$ cat src/rtl/mem_port_arbiter.sv
// mem_port_arbiter: shares one memory port between instruction fetch and MEM-stage loads/stores.
// Define ARB_TIMEOUT_EN to abort accesses the memory never acknowledges (sets sticky timeout_err).
module mem_port_arbiter #(
    parameter int AW      = 32,
    parameter int DW      = 32,
    parameter int TIMEOUT = 255
) (
    input  logic          clk,
    input  logic          rst,
    input  logic          if_req,
    input  logic [AW-1:0] if_addr,
    output logic [DW-1:0] if_rdata,
    output logic          if_ready,
    input  logic [2:0]    d_read,
    input  logic [1:0]    d_write,
    input  logic [AW-1:0] d_addr,
    input  logic [DW-1:0] d_wdata,
    output logic [DW-1:0] d_rdata,
    output logic          d_ready,
    output logic          stall_if,
    output logic          stall_mem,
    output logic          mem_req,
    output logic [2:0]    mem_rtype,
    output logic          mem_fetch,
    output logic [1:0]    mem_wtype,
    output logic [AW-1:0] mem_addr,
    output logic [DW-1:0] mem_wdata,
    input  logic          mem_ack,
    input  logic [DW-1:0] mem_rdata,
    output logic          timeout_err
);

    localparam logic [1:0] ST_IDLE  = 2'd0;
    localparam logic [1:0] ST_IBUSY = 2'd1;
    localparam logic [1:0] ST_DBUSY = 2'd2;

    logic [1:0] state;
    logic       last_data;
    logic       fetch_pend;
    logic       data_pend;
    logic       grant_data;
    logic       grant_fetch;
    logic       busy;
    logic       abort;

    // A requester whose ready pulse is showing has a stale request and must not be re-granted.
    assign stall_if   = if_req && !if_ready;
    assign stall_mem  = ((d_read != 3'd0) || (d_write != 2'd0)) && !d_ready;
    assign fetch_pend = stall_if;
    assign data_pend  = stall_mem;
    assign busy       = (state != ST_IDLE);

    assign grant_data  = !busy && data_pend && (!fetch_pend || !last_data);
    assign grant_fetch = !busy && fetch_pend && !grant_data;

`ifdef ARB_TIMEOUT_EN
    localparam int CW = (TIMEOUT > 255) ? $clog2(TIMEOUT + 1) : 8;

    logic [CW-1:0] busy_cnt;

    // The final busy cycle without an acknowledge is the one that brings the count to TIMEOUT.
    assign abort = busy && !mem_ack && (busy_cnt == CW'(TIMEOUT - 1));

    always_ff @(posedge clk or posedge rst) begin
        if (rst) begin
            busy_cnt <= '0;
        end else if (grant_data || grant_fetch) begin
            busy_cnt <= '0;
        end else if (busy && !mem_ack) begin
            busy_cnt <= busy_cnt + 1'b1;
        end
    end

    always_ff @(posedge clk or posedge rst) begin
        if (rst) begin
            timeout_err <= 1'b0;
        end else if (abort) begin
            timeout_err <= 1'b1;
        end
    end
`else
    assign abort       = 1'b0;
    assign timeout_err = 1'b0;
`endif

    always_ff @(posedge clk or posedge rst) begin
        if (rst) begin
            state     <= ST_IDLE;
            last_data <= 1'b0;
            mem_req   <= 1'b0;
            mem_fetch <= 1'b0;
            mem_rtype <= 3'd0;
            mem_wtype <= 2'd0;
            mem_addr  <= '0;
            mem_wdata <= '0;
            if_ready  <= 1'b0;
            d_ready   <= 1'b0;
            if_rdata  <= '0;
            d_rdata   <= '0;
        end else begin
            if_ready <= 1'b0;
            d_ready  <= 1'b0;
            case (state)
                ST_IDLE: begin
                    if (grant_data) begin
                        state     <= ST_DBUSY;
                        mem_req   <= 1'b1;
                        mem_fetch <= 1'b0;
                        mem_rtype <= d_read;
                        mem_wtype <= d_write;
                        mem_addr  <= d_addr;
                        mem_wdata <= d_wdata;
                    end else if (grant_fetch) begin
                        state     <= ST_IBUSY;
                        mem_req   <= 1'b1;
                        mem_fetch <= 1'b1;
                        mem_rtype <= 3'd0;
                        mem_wtype <= 2'd0;
                        mem_addr  <= if_addr;
                        mem_wdata <= '0;
                    end
                end
                ST_IBUSY: begin
                    if (mem_ack || abort) begin
                        state     <= ST_IDLE;
                        mem_req   <= 1'b0;
                        if_ready  <= 1'b1;
                        if_rdata  <= mem_ack ? mem_rdata : '0;
                        last_data <= 1'b0;
                    end
                end
                ST_DBUSY: begin
                    if (mem_ack || abort) begin
                        state     <= ST_IDLE;
                        mem_req   <= 1'b0;
                        d_ready   <= 1'b1;
                        last_data <= 1'b1;
                        // Stores leave the previous load data visible.
                        if (!mem_ack) begin
                            d_rdata <= '0;
                        end else if (mem_rtype != 3'd0) begin
                            d_rdata <= mem_rdata;
                        end
                    end
                end
                default: begin
                    state   <= ST_IDLE;
                    mem_req <= 1'b0;
                end
            endcase
        end
    end

endmodule

$ cat config.mk
export PLATFORM = sky130hd
export DESIGN_NAME = mem_port_arbiter
export DESIGN_NICKNAME = d
export VERILOG_FILES = /design/src/rtl/mem_port_arbiter.sv
export SDC_FILE = /design/constraint.sdc
export NUM_CORES = 1
export LEC_CHECK = 0
export BUFFER_PORTS_ARGS = -buffer_cell sky130_fd_sc_hd__buf_2
export CAP_MARGIN = 15
export CORE_ASPECT_RATIO = 0.7
export CORE_MARGIN = 5
export CORE_UTILIZATION = 52
export CTS_BUF_LIST = sky130_fd_sc_hd__clkbuf_4
export CTS_CLUSTER_SIZE = 30
export DETAILED_ROUTE_END_ITERATION = 7
export GPL_ROUTABILITY_DRIVEN = 0
export PLACE_DENSITY = 0.89
export SYNTH_ARGS = -nofsm -noshare
export SYNTH_HDL_FRONTEND = slang
export SYNTH_SLANG_ARGS = --single-unit
export TNS_END_PERCENT = 50
$ cat constraint.sdc
create_clock -name clk -period 8.96 [get_ports clk]
set_input_delay 0.448 -clock clk [delete_from_list [all_inputs] [get_ports clk]]
set_output_delay 0.448 -clock clk [all_outputs]
set_load 0.005 [all_outputs]
==> results of run 1 <==
## routing by layer
metal	GRT usage, %	routed length, um
met4	7.51	287
met5	0	13
met3	9.89	1520
met2	43.0	8080
met1	26.5	5890
## flip-flops by register name (all words and copies together), names as in the netlist
| signal | count |
|---|---|
| d_rdata | 32 |
| d_ready | 1 |
| if_rdata | 32 |
| if_ready | 1 |
| last_data | 1 |
| mem_addr | 32 |
| mem_fetch | 1 |
| mem_req | 1 |
| mem_rtype | 3 |
| mem_wdata | 32 |
| mem_wtype | 2 |
| state | 2 |
## power groups by stage
stage | combinational, mW | sequential (mW) | clock, mW
3_5_place_dp | 1.25 | 1.12 | 0
2_1_floorplan | 0.754 | 1.13 | 0
4_1_cts | 1.25 | 1.12 | 0.429
3_3_place_gp | 1.19 | 1.10 | 0
6_report | 1.23 | 1.12 | 0.419
5_1_grt | 1.33 | 1.16 | 0.465
## worst paths after layout
path / to / slack, ns
hold / removal: mem_wdata[30] / 0.15
max in group asynchronous: if_rdata[30] / 7.02
setup reg to reg: mem_addr[27] / 6.73
hold reg to reg: last_data / 0.50
setup / recovery: mem_addr[27] / 6.73
min in group asynchronous: if_rdata[23] / 0.52
## synth_stat cells
| library cell | number | area [sq um] |
|---|---|---|
| nor2b_1 | 2 | 12.5 |
| o21ai_0 | 1 | 5.00 |
| or3_4 | 1 | 11.3 |
| ha_1 | 3 | 37.5 |
| a22o_1 | 38 | 333 |
| mux2_2 | 101 | 1140 |
| o21a_1 | 2 | 15.0 |
| nand2b_1 | 2 | 12.5 |
| buf_4 | 4 | 30.0 |
| and3_1 | 1 | 6.26 |
| o311ai_4 | 1 | 26.3 |
| dfrtp_1 | 140 | 3500 |
| buf_12 | 2 | 40.0 |
| mux2i_1 | 1 | 10.0 |
| a32o_1 | 1 | 10.0 |
| buf_8 | 1 | 15.0 |
| inv_1 | 5 | 18.8 |
| o31a_4 | 1 | 17.5 |
| nand3b_1 | 1 | 7.51 |
| conb_1 | 1 | 3.75 |
| clkbuf_1 | 6 | 22.5 |
| mux2_4 | 27 | 405 |
| a21o_1 | 1 | 7.51 |
| buf_6 | 1 | 11.3 |
| o21ai_2 | 1 | 8.76 |
| nand2_1 | 1 | 3.75 |
| buf_2 | 7 | 35.0 |
| o31ai_1 | 1 | 7.51 |
| and2_1 | 1 | 6.26 |
## logic make-up after synthesis
family | Yosys count | synth area share [%]
buffers and inverters | 26 | 3.00
other | 1 | 0.0651
multiplexers | 129 | 27.0
AO/OA/AOI/OAI | 47 | 7.47
adder cells (fa/ha/maj) | 3 | 0.652
flip-flops | 140 | 60.8
AND/OR/NAND/NOR | 9 | 1.04
## area by class of cell
cell class                 instances  area, sq um
clock buffer                      18          135
sequential                       140         3500
tap                              153          191
clock inverter                    14          160
inverter                           5         23.8
fill                             781         3390
timing repair buffer             282         1430
multi-input combinational        189         2100
## stage by stage
stage	std cells	area [sq um]	setup slack, ns	hold slack, ns
final	801	7540	6.73	0.146
after global routing	801	7540	6.59	0.0612
after CTS	801	7540	6.72	0.103
after detailed placement	768	7240	6.51	0.471
after global placement	768	7240	6.57	0.463
after floorplan	355	5760	4.76	0.450
## what timing repair did
item / 4_1_cts / 5_1_grt
setup endpoints to repair: 0 / 0
resized for setup: 0 / 0
setup buffers: 0 / 0
hold buffers: 1 / 0
endpoints found under the hold margin: 60 / 0
==> impl_metrics.env, run 1 <==
export IMPL_p_comb_share_pct=44.4
export IMPL_drcViolationCount=0
export IMPL_min_period_ns=2.23
export IMPL_die_width_um=136
export IMPL_drive_above_1_share_pct=69.0
export IMPL_cts_made_buffers=17
export IMPL_period_share_pct=24.9
export IMPL_cts_reportedPaths_clkPinSlew_ns=0.13
export IMPL_critical_path_depth=4
export IMPL_start_kind="flip-flop"
export IMPL_initial_core_util_pct=52.7
export IMPL_drt_pass1_iterations=4
export IMPL_die_area_sq_um=13300
export IMPL_report_final_slew_viol_count=0
export IMPL_worstPathArrival_ns=2.63
export IMPL_worstReg2RegStart="state[1]"
export IMPL_synth_net_count=495
export IMPL_fp_coreArea_sq_um=10900
export IMPL_synth_warnings=0
export IMPL_dp_hpwl_mm=11.7
export IMPL_crit_type="flip-flop to flip-flop"
export IMPL_area_delta_synth_final_pct=31.0
export IMPL_grt_pass1_wl_mm=25.3
export IMPL_vias=4116
export IMPL_ios=277
export IMPL_die_h_um=98.1
export IMPL_min_delay_path_depth=2
export IMPL_synth_seq_cells=140
export IMPL_pwr_share_seq_pct=40.5
export IMPL_antenna_found_initial=1
export IMPL_finClkSkew_ns=0.0165
export IMPL_p_int_mw=1.82
export IMPL_avgRoutedWirePerCell_um=19.7
export IMPL_worst_pin_slew_ns=1.13
export IMPL_p_switching_mw=0.945
export IMPL_h_tree_depth=4
export IMPL_cpPeakStageDelay_ns=0.92
export IMPL_final_cell_mix="buf_2 (275), dfrtp_1 (140), mux2_2 (101), a22o_1 (38), mux2_4 (27)"
export IMPL_worstHoldStart="d_wdata[30]"
export IMPL_root_buffer="clkbuf_4"
export IMPL_p_sw_share_pct=34.1
export IMPL_cts_sinks=140
export IMPL_synth_area_sq_um=5760
export IMPL_routed_wl_mm=15.8
export IMPL_hold_class="primary input to flip-flop"
export IMPL_ys_types=29
export IMPL_critical_path_top_delay_family="compound AO/OA/AOI/OAI gates"
export IMPL_clock_path_buffers=2
export IMPL_r2r_cells=4
export IMPL_cellPowerDensity_nw_per_um2=367
export IMPL_overflow=0
export IMPL_clock_latency_ns=0.51
export IMPL_max_freq_mhz=448
export IMPL_final_common_cell="buf_2"
export IMPL_power_frac_clock_pct=15.1
export IMPL_syn_inst=355
export IMPL_grt_max_degree=81
export IMPL_grt_pass1_vias=4704
export IMPL_utilization_pct=69.0
export IMPL_fp_row_count=32
export IMPL_path_max_fanout=35
export IMPL_portBuffers=275
export IMPL_drt_first_iter_violations=129
export IMPL_cp_required_ns=9.36
export IMPL_rsz0062_at_grt="no"
export IMPL_tritoncts="built"
export IMPL_avgSynthCellArea_sq_um=16.2
export IMPL_maxCapViolCount=0
export IMPL_num_nets_final=775
export IMPL_finalHoldViolCount=0
export IMPL_diodes=0
export IMPL_total_power_mw=2.77
export IMPL_status="finished clean"
export IMPL_crit_path_cell_trace="inv_1 > ha_1 > o21a_2 > mux2_2"
export IMPL_power_leakage_nw=3.90
export IMPL_max_slew_margin_pct=24.8
export IMPL_setup_tns_ns=0
export IMPL_endpoint_kind="flip-flop"
export IMPL_path_buf_inv=1
export IMPL_seq_area_frac_synth_pct=60.8
export IMPL_irDropWorstVdd_v=0.000231
export IMPL_slowest_stage="o21a_2"
export IMPL_setup_violations=0
export IMPL_cp_startpoint="state[1]"
export IMPL_avgViaCountPerCell=5.14
export IMPL_grt_use_total_pct=24.2
export IMPL_antenna_left=0
(Power assumes the default switching activity.)
==> inputs of run 2 (changes only) <==
- ABC_AREA: default -> 1
- CORE_UTILIZATION: 52 -> 49
- PLACE_DENSITY: 0.89 -> 0.83
- clock period: 8.96 -> 2.29 ns (I/O delays scaled with it)
==> impl_metrics.env, run 2 <==
export IMPL_crit_type="flip-flop to flip-flop"
export IMPL_holdWs_ns=0.240
export IMPL_clock_latency_ns=0.50
export IMPL_final_common_cell="buf_2"
export IMPL_ys_types=21
export IMPL_critical_path_top_delay_family="buffers and inverters"
export IMPL_cellPowerDensity_nw_per_um2=1180
export IMPL_max_freq_mhz=470
export IMPL_dp_hpwl_mm=11.8
export IMPL_avgSynthCellArea_sq_um=8.43
export IMPL_maxCapViolCount=0
export IMPL_synth_seq_cells=140
export IMPL_ios=277
export IMPL_antenna_found_initial=0
export IMPL_synth_top_area_share_pct=57.6
export IMPL_tritoncts="built"
export IMPL_fp_coreArea_sq_um=12300
export IMPL_area_delta_synth_final_pct=52.2
export IMPL_status="finished clean"
export IMPL_fp_row_count=34
export IMPL_synth_top_flop_cell="dfrtp_1"
export IMPL_utilization_pct=75.4
export IMPL_clock_path_buffers=2
export IMPL_synth_edf_count=0
export IMPL_netlist_top_cells_count="nand2_1 (246), dfrtp_1 (140), inv_1 (106)"
export IMPL_portBuffers=275
export IMPL_h_tree_depth=4
export IMPL_min_period_ns=2.13
export IMPL_synth_net_count=862
export IMPL_drt_first_iter_violations=385
export IMPL_grt_max_degree=67
export IMPL_vias=6478
export IMPL_cts_setup_buffers=0
export IMPL_final_cell_mix="buf_2 (275), nand2_1 (245), dfrtp_1 (140), dlygate4sd3_1 (136), inv_1 (105)"
export IMPL_syn_inst=722
export IMPL_setup_violations=0
export IMPL_root_buffer="clkbuf_4"
export IMPL_grt_use_total_pct=27.9
export IMPL_avgViaCountPerCell=4.99
export IMPL_crit_path_cell_trace="inv_1 > ha_2 > nand2_2 > nor2_4 > buf_6 > nand2_1 > nand2_1 > dlygate4sd3_1 > nand2_1"
export IMPL_synth_area_sq_um=6090
export IMPL_drcViolationCount=0
export IMPL_power_leakage_nw=5.31
export IMPL_cts_reportedPaths_clkPinSlew_ns=0.13
export IMPL_irDropWorstVdd_v=0.000640
export IMPL_drive_above_1_share_pct=28.9
export IMPL_grt_pass1_wl_mm=32.3
export IMPL_initial_core_util_pct=49.5
export IMPL_start_kind="flip-flop"
export IMPL_report_final_slew_viol_count=0
export IMPL_path_buf_inv=3
export IMPL_seq_area_frac_synth_pct=57.6
export IMPL_finClkSkew_ns=0.0209
export IMPL_rsz0062_at_grt="no"
export IMPL_die_h_um=103
export IMPL_synth_area_leader_cell="dfrtp_1"
export IMPL_setup_tns_ns=0
export IMPL_endpoint_kind="flip-flop"
export IMPL_cp_common_cell="nand2_1"
export IMPL_synth_warnings=0
export IMPL_routed_wl_mm=20.8
export IMPL_cts_made_buffers=17
export IMPL_worst_pin_slew_ns=0.594
export IMPL_max_slew_margin_pct=60.3
export IMPL_drt_pass1_iterations=6
export IMPL_hold_class="primary input to async pin"
export IMPL_synthTopCellsByArea="dfrtp_1 (58%), nand2_1 (15%), o21ai_0 (7.4%), inv_1 (6.5%), nand3_1 (6.1%)"
export IMPL_cpPeakStageDelay_ns=0.55
export IMPL_worstPathArrival_ns=2.52
export IMPL_finalHoldViolCount=0
export IMPL_path_max_fanout=26
export IMPL_cts_sinks=140
export IMPL_avgRoutedWirePerCell_um=16.1
export IMPL_die_width_um=143
export IMPL_antenna_left=0
export IMPL_synth_most_common_cell="nand2_1"
export IMPL_die_area_sq_um=14800
export IMPL_num_nets_final=1262
export IMPL_period_share_pct=92.9
export IMPL_cp_required_ns=2.69
export IMPL_slowest_stage="dlygate4sd3_1"
export IMPL_grt_pass1_vias=6745
export IMPL_overflow=0
export IMPL_total_power_mw=10.9
export IMPL_async_flop_share_pct=100
## run 2: cell count changes in the layout (fill, tap and decap cells not counted), moves of 3 or more
cell / delta
o21ai_0: +89
nand3_1: +74
dlygate4sd3_1: +135
o21ai_1: +7
a22o_1: -38
inv_1: +101
nand2_1: +244
buf_12: +4
mux2_2: -101
mux2_4: -27
inv_2: +3
## run 2: cell type report
| cell class | count | area (sq um) |
|---|---|---|
| sequential | 140 | 3500 |
| fill | 838 | 3030 |
| timing repair buffer | 423 | 2890 |
| multi-input combinational | 431 | 1930 |
| inverter | 109 | 413 |
| tap | 162 | 203 |
| clock inverter | 14 | 189 |
| clock buffer | 18 | 135 |
| antenna | 1 | 2.50 |
## run 2: report_power, final
part | internal (mW) | total (mW) | switching (mW)
Combinational | 1.99 | 4.82 | 2.83
Clock | 0.886 | 1.80 | 0.913
Sequential | 3.63 | 4.29 | 0.664
Total | 6.50 | 10.9 | 4.41
## run 2: per-stage QoR
step           cells  setup slack, ns  cell area [sq um]
2_1_floorplan    722            0.426               6090
3_3_place_gp    1127            0.305               7540
3_5_place_dp    1127            0.197               7540
4_1_cts         1295            0.100               9220
5_1_grt         1297           0.0603               9260
6_report        1298            0.164               9270
## run 2: layer usage
layer | GRT usage, % | vias up | part of all wire [%]
met5 | 0 | - | 0
met4 | 15.6 | 0 | 4.5
met3 | 7.17 | 89 | 8.6
met2 | 47.2 | 362 | 50
met1 | 32.9 | 3000 | 37
li1 | - | 3027 | -
## run 2: worst paths after layout
kind                            cells after the start         from            end  slack [ns]
worst min-delay path                                3          rst    d_rdata[24]        0.24
max in group asynchronous                           4          rst     d_rdata[4]        1.33
min in group clk                                    4  d_wdata[13]  mem_wdata[13]        0.35
worst max-delay path                                9     state[0]    mem_addr[9]        0.16
worst max register to register                      9     state[0]    mem_addr[9]        0.16
worst min register to register                      2      mem_req        mem_req        0.49
## run 2: kinds of logic (layout without fill, tap and decap cells)
family                   Yosys count  in the layout  share of synthesized area, %
AO/OA/AOI/OAI                     99             99                          8.41
adder cells (fa/ha/maj)            3              3                         0.617
buffers and inverters            152            564                          11.3
flip-flops                       140            140                          57.6
other                              1              2                        0.0616
AND/OR/NAND/NOR                  327            328                          22.0
## run 2: worst reg2reg max path: cells and delay by family (launching register included)
family / cells / cell delay [ns]
adders and majority gates: 1 / 0.28
buffers and inverters: 3 / 0.87
DFF: 1 / 0.42
and+or+nand+nor: 5 / 0.45
## run 2: repair_timing
action	CTS	global route
endpoints found under the hold margin	161	0
setup endpoints to repair	0	1
hold buffers	136	0
gates resized for setup	0	3
